[src/rtl/mult_seq_controller_if.sv]
// ============================================================================
// mult_seq_controller_if : host/datapath handshake and control-word bundle
// Rev 1.0
// ============================================================================
`default_nettype none

interface mult_seq_controller_if;
  logic start;
  logic cnt_zero;
  logic in_sel;
  logic alu_a_sel;
  logic alu_b_sel;
  logic alu_sub;
  logic x_load;
  logic cnt_load;
  logic acc_load;
  logic acc_clr;
  logic busy;
  logic done;
  logic err;

  // master = controller, slave = host plus datapath
  modport master (
    input  start, cnt_zero,
    output in_sel, alu_a_sel, alu_b_sel, alu_sub,
    output x_load, cnt_load, acc_load, acc_clr,
    output busy, done, err
  );

  modport slave (
    output start, cnt_zero,
    input  in_sel, alu_a_sel, alu_b_sel, alu_sub,
    input  x_load, cnt_load, acc_load, acc_clr,
    input  busy, done, err
  );
endinterface

`default_nettype wire

[src/rtl/mult_seq_controller.sv]
// ============================================================================
// mult_seq_controller : Moore FSM sequencing ACC = X * N by repeated addition
// Rev 1.0
// ============================================================================
`default_nettype none

module mult_seq_controller #(
  parameter int ITER_W   = 8,
  parameter int MAX_ITER = 255
) (
  input  logic                   clk,
  input  logic                   reset,
  mult_seq_controller_if.master  bus
);

  localparam logic [3:0] S_IDLE   = 4'd0;
  localparam logic [3:0] S_LOAD_X = 4'd1;
  localparam logic [3:0] S_LOAD_N = 4'd2;
  localparam logic [3:0] S_CLR    = 4'd3;
  localparam logic [3:0] S_CHECK  = 4'd4;
  localparam logic [3:0] S_ADD    = 4'd5;
  localparam logic [3:0] S_DEC    = 4'd6;
  localparam logic [3:0] S_DONE   = 4'd7;
  localparam logic [3:0] S_ERR    = 4'd8;

  localparam logic [ITER_W-1:0] C_MAX_ITER = ITER_W'(MAX_ITER);

  logic [3:0]        state_q, state_d;
  logic [ITER_W-1:0] iter_q,  iter_d;

  always_comb begin
    state_d = S_IDLE;
    iter_d  = iter_q;
    case (state_q)
      S_IDLE:   state_d = bus.start ? S_LOAD_X : S_IDLE;
      S_LOAD_X: state_d = S_LOAD_N;
      S_LOAD_N: state_d = S_CLR;
      S_CLR: begin
        iter_d  = '0;
        state_d = S_CHECK;
      end
      S_CHECK: begin
        // cnt_zero wins over the watchdog so an exact final count still completes
        if (bus.cnt_zero)
          state_d = S_DONE;
        else if (iter_q == C_MAX_ITER)
          state_d = S_ERR;
        else
          state_d = S_ADD;
      end
      S_ADD: begin
        iter_d  = iter_q + 1'b1;
        state_d = S_DEC;
      end
      S_DEC:    state_d = S_CHECK;
      S_DONE:   state_d = S_IDLE;
      S_ERR:    state_d = S_IDLE;
      default:  state_d = S_IDLE;
    endcase
  end

  always_ff @(posedge clk) begin
    if (reset) begin
      state_q <= S_IDLE;
      iter_q  <= '0;
    end else begin
      state_q <= state_d;
      iter_q  <= iter_d;
    end
  end

  always_comb begin
    bus.in_sel    = 1'b0;
    bus.alu_a_sel = 1'b0;
    bus.alu_b_sel = 1'b0;
    bus.alu_sub   = 1'b0;
    bus.x_load    = 1'b0;
    bus.cnt_load  = 1'b0;
    bus.acc_load  = 1'b0;
    bus.acc_clr   = 1'b0;
    bus.busy      = 1'b0;
    bus.done      = 1'b0;
    bus.err       = 1'b0;
    case (state_q)
      S_LOAD_X: begin
        bus.busy   = 1'b1;
        bus.in_sel = 1'b1;
        bus.x_load = 1'b1;
      end
      S_LOAD_N: begin
        bus.busy     = 1'b1;
        bus.in_sel   = 1'b1;
        bus.cnt_load = 1'b1;
      end
      S_CLR: begin
        bus.busy    = 1'b1;
        bus.acc_clr = 1'b1;
      end
      S_CHECK: begin
        bus.busy = 1'b1;
      end
      S_ADD: begin
        bus.busy     = 1'b1;
        bus.acc_load = 1'b1;
      end
      S_DEC: begin
        bus.busy      = 1'b1;
        bus.alu_a_sel = 1'b1;
        bus.alu_b_sel = 1'b1;
        bus.alu_sub   = 1'b1;
        bus.cnt_load  = 1'b1;
      end
      S_DONE: begin
        bus.busy = 1'b1;
        bus.done = 1'b1;
      end
      S_ERR: begin
        bus.busy = 1'b1;
        bus.done = 1'b1;
        bus.err  = 1'b1;
      end
      default: begin
        bus.busy = 1'b0;
      end
    endcase
  end

endmodule

`default_nettype wire

[src/flat_wrapper.sv]
// flat-port wrapper written by rule: the top's interface ports become plain ports
module mult_seq_controller_flat 
#(
  parameter int ITER_W   = 8,
  parameter int MAX_ITER = 255
)
  (clk, reset, bus_start, bus_cnt_zero, bus_in_sel, bus_alu_a_sel, bus_alu_b_sel, bus_alu_sub, bus_x_load, bus_cnt_load, bus_acc_load, bus_acc_clr, bus_busy, bus_done, bus_err);
  mult_seq_controller_if bus_i ();
  input  logic clk;
  input  logic reset;
  input wire logic [$bits(bus_i.start)-1:0] bus_start;
  input wire logic [$bits(bus_i.cnt_zero)-1:0] bus_cnt_zero;
  output wire logic [$bits(bus_i.in_sel)-1:0] bus_in_sel;
  output wire logic [$bits(bus_i.alu_a_sel)-1:0] bus_alu_a_sel;
  output wire logic [$bits(bus_i.alu_b_sel)-1:0] bus_alu_b_sel;
  output wire logic [$bits(bus_i.alu_sub)-1:0] bus_alu_sub;
  output wire logic [$bits(bus_i.x_load)-1:0] bus_x_load;
  output wire logic [$bits(bus_i.cnt_load)-1:0] bus_cnt_load;
  output wire logic [$bits(bus_i.acc_load)-1:0] bus_acc_load;
  output wire logic [$bits(bus_i.acc_clr)-1:0] bus_acc_clr;
  output wire logic [$bits(bus_i.busy)-1:0] bus_busy;
  output wire logic [$bits(bus_i.done)-1:0] bus_done;
  output wire logic [$bits(bus_i.err)-1:0] bus_err;
  assign bus_i.start = bus_start;
  assign bus_i.cnt_zero = bus_cnt_zero;
  assign bus_in_sel = bus_i.in_sel;
  assign bus_alu_a_sel = bus_i.alu_a_sel;
  assign bus_alu_b_sel = bus_i.alu_b_sel;
  assign bus_alu_sub = bus_i.alu_sub;
  assign bus_x_load = bus_i.x_load;
  assign bus_cnt_load = bus_i.cnt_load;
  assign bus_acc_load = bus_i.acc_load;
  assign bus_acc_clr = bus_i.acc_clr;
  assign bus_busy = bus_i.busy;
  assign bus_done = bus_i.done;
  assign bus_err = bus_i.err;
  mult_seq_controller #(.ITER_W(ITER_W), .MAX_ITER(MAX_ITER)) u_core (.clk(clk), .reset(reset), .bus(bus_i));
endmodule
[config.mk]
export PLATFORM = sky130hd
export DESIGN_NAME = mult_seq_controller_flat
export DESIGN_NICKNAME = d
export VERILOG_FILES = /design/src/rtl/mult_seq_controller_if.sv /design/src/rtl/mult_seq_controller.sv /design/src/flat_wrapper.sv
export SDC_FILE = /design/constraint.sdc
export NUM_CORES = 1
export LEC_CHECK = 0
export ABC_AREA = 1
export BUFFER_PORTS_ARGS = -buffer_cell sky130_fd_sc_hd__buf_4
export CAP_MARGIN = 25
export CORE_UTILIZATION = 50
export DETAILED_ROUTE_END_ITERATION = 8
export PLACE_DENSITY = 0.74
export SLEW_MARGIN = 0
export SYNTH_ARGS = -nofsm -noshare
export SYNTH_HDL_FRONTEND = slang
export SYNTH_SLANG_ARGS = --single-unit
[constraint.sdc]
create_clock -name clk -period 2.1 [get_ports clk]
set_input_delay 0.315 -clock clk [delete_from_list [all_inputs] [get_ports clk]]
set_output_delay 0.315 -clock clk [all_outputs]
set_load 0.05 [all_outputs]
==> impl_metrics.ini <==
[run_status]
status = finished clean

[synth]
synth-seq-area-share = 0.338
ys.flop_type = dfxtp_1
synth_cell_types = 20
ys_top_cells_by_area = dfxtp_1, nand2_1, nor2_1, inv_1, a21oi_1
synth_area_per_cell_sq_um = 6.29
synth_warnings = 0
synth_edf_count = 0
synth_top_cell_by_area = dfxtp_1
syn-num-nets = 118
synthesis.area_sq_um = 711
synth_top_area_frac = 0.338
synth_seq_cells = 12
ys_top_cells_by_count = nand2_1, nor2_1, inv_1
syn_inst = 113
synthMostInstantiatedCell = nand2_1
synthArstFlopShare = 0

[grt]
grt_pass1_vias = 547
grt_usage = 0.216
grt_max_degree = 10
grt_pass1_wl_mm = 2.28
antenna_found_initial = 0
gr-total-overflow = 0

[setup_path]
critical_path.slowest_cell = dfxtp_1
cp_slowest_stage_delay_ns = 0.43
cp_num_buf_inv = 1
cp.arrival_ns = 1.39
rr_worst_depth = 6
cp_top_family = simple AND/OR/NAND/NOR gates
required_ns = 1.78
end_kind = output pin
crit_fanout = 5
setup.worst_path.class = reg -> out
rr_startpoint = u_core.iter_q[0]
path_cells = nand2_2 > nor2_1 > buf_4
cp-start-kind = flip-flop
r2r_slack_ns = 0.85
r2r_end = u_core.state_q[2]

[sta]
finalCritPeriodShare = 0.814
drv_slew = 0
fin_tns_setup_ns = 0
timing.final.ws_setup_ns = 0.391
fin_skew_ns = 0.00199
setup_viol = 0
rsz0062_at_grt = false
slew_headroom = 0.818
worst_pin_slew_ns = 0.272
hold_viol = 0
fmax_mhz = 585
finalCriticalPeriod_ns = 1.71

[placement]
hpwl_mm = 1.20
port_buffers = 14
pre_cts_ws_ns = 0.687
dp_cells = 140
routabilityCongestion = 0.846

[clock_tree]
cts_tree = yes
cts-buffers-inserted = 3
cts_buffer_depth = 2
root_buffer = clkbuf_4
post_cts_resize_count = 0
ctsHoldBuffers = 0
clk_pin_slew_ns = 0.08
cts_setup_buffers = 0
h-tree-depth = 1
insertion_delay_ns = 0.27
clock-sinks = 12

[floorplanning]
fp.dieW_microns = 39.7
dieArea_sq_um = 1580
die_y_microns = 39.7
io_pins = 15
placeableCoreArea_sq_um = 1320
fp-row-count = 13
start_util = 0.539

[drt]
vias_per_cell = 4.81
drc = 0
wl_mm = 1.47
ant_nets = 0
routedWlPerCell_microns = 10.2
drt-initial-drc-count = 8
num_vias = 693
dr.pass1.iters = 4

[worst_hold_path]
min_path_cells = 2
hold_start = reset
holdPathEnd = u_core.iter_q[1]
hp-class = in -> reg

[final_layout]
n_antenna_cell = 0
n_fill_cell = 130
nets = 135
syn2layout_area_growth_pct = 21.1
instances_no_fill = 144
layout-drive-gt1-share = 0.209

[power]
leakagePower_nw = 0.409
total_power_uw = 588
peakVddDrop_mv = 0.442
p_per_area_nw_per_um2 = 684

[run]
max_cap_viol_count = 0
==> worst max-delay path by stage <==
stage	startpoint	end	slack, ns	cells after the start
after CTS	u_core.state_q[2]	bus_alu_sub	0.38	3
after global placement	u_core.state_q[2]	bus_alu_sub	0.72	3
after detailed placement	u_core.state_q[2]	bus_alu_sub	0.69	3
after global routing	u_core.state_q[0]	bus_busy	0.24	6
final	u_core.state_q[2]	bus_alu_sub	0.39	3
after floorplan	u_core.state_q[0]	bus_in_sel	0.09	5
==> flip-flops by register name (all words and copies together), names as in the netlist <==
register / cells
u_core.state_q: 4
u_core.iter_q: 8
==> cell families after synthesis <==
kind of cell / share of synthesized area
simple gates: 0.394
fa+ha+maj: 0.0176
buf+inv: 0.106
flops: 0.338
compound gates: 0.144
==> final cells by class <==
cell class              count  area, sq um  area share
clock buffers               4         36.3      0.0422
inverters                  16         60.1      0.0698
multi-input cells          83          400       0.465
flip-flops and latches     12          240       0.279
well taps                  15         18.8      0.0218
repair buffers             14          105       0.122
==> report_power, final <==
group	internal (mW)	switching (mW)
combinational	0.0445	0.115
sequential	0.235	0.00904
clock	0.105	0.0803
==> stage by stage <==
| stage | util | instance area [sq um] | hold slack [ns] |
|---|---|---|---|
| floorplan | - | 716 | 0.384 |
| global placement | 0.626 | 825 | 0.458 |
| detailed placement | 0.626 | 825 | 0.469 |
| CTS | 0.653 | 861 | 0.236 |
| global route | 0.653 | 861 | 0.243 |
| finish | 0.653 | 861 | 0.240 |
==> metal layers <==
layer,GRT usage,routed length [microns],vias up
met5,0,0,-
met4,0.0776,6,0
met3,0.0511,58,2
met2,0.316,614,14
met1,0.300,794,293
li1,-,-,384
==> worst reg2reg max path: cells and delay by family, from the launching register on <==
family,cells,cell delay (ns)
simple gates,4,0.49
flops,1,0.40
fa+ha+maj,1,0.18
compound gates,1,0.07
==> cells in the final DEF, fill, tap and decap left out, drive strengths merged, types with 2 or more instances in the layout <==
master   n
o21ai    6
buf     14
nor2    25
nand2   33
inv     16
o211ai   2
dfxtp   12
a21oi   10
nand3    2
clkbuf   4
Note: power is estimated with default switching activity, not from simulation.
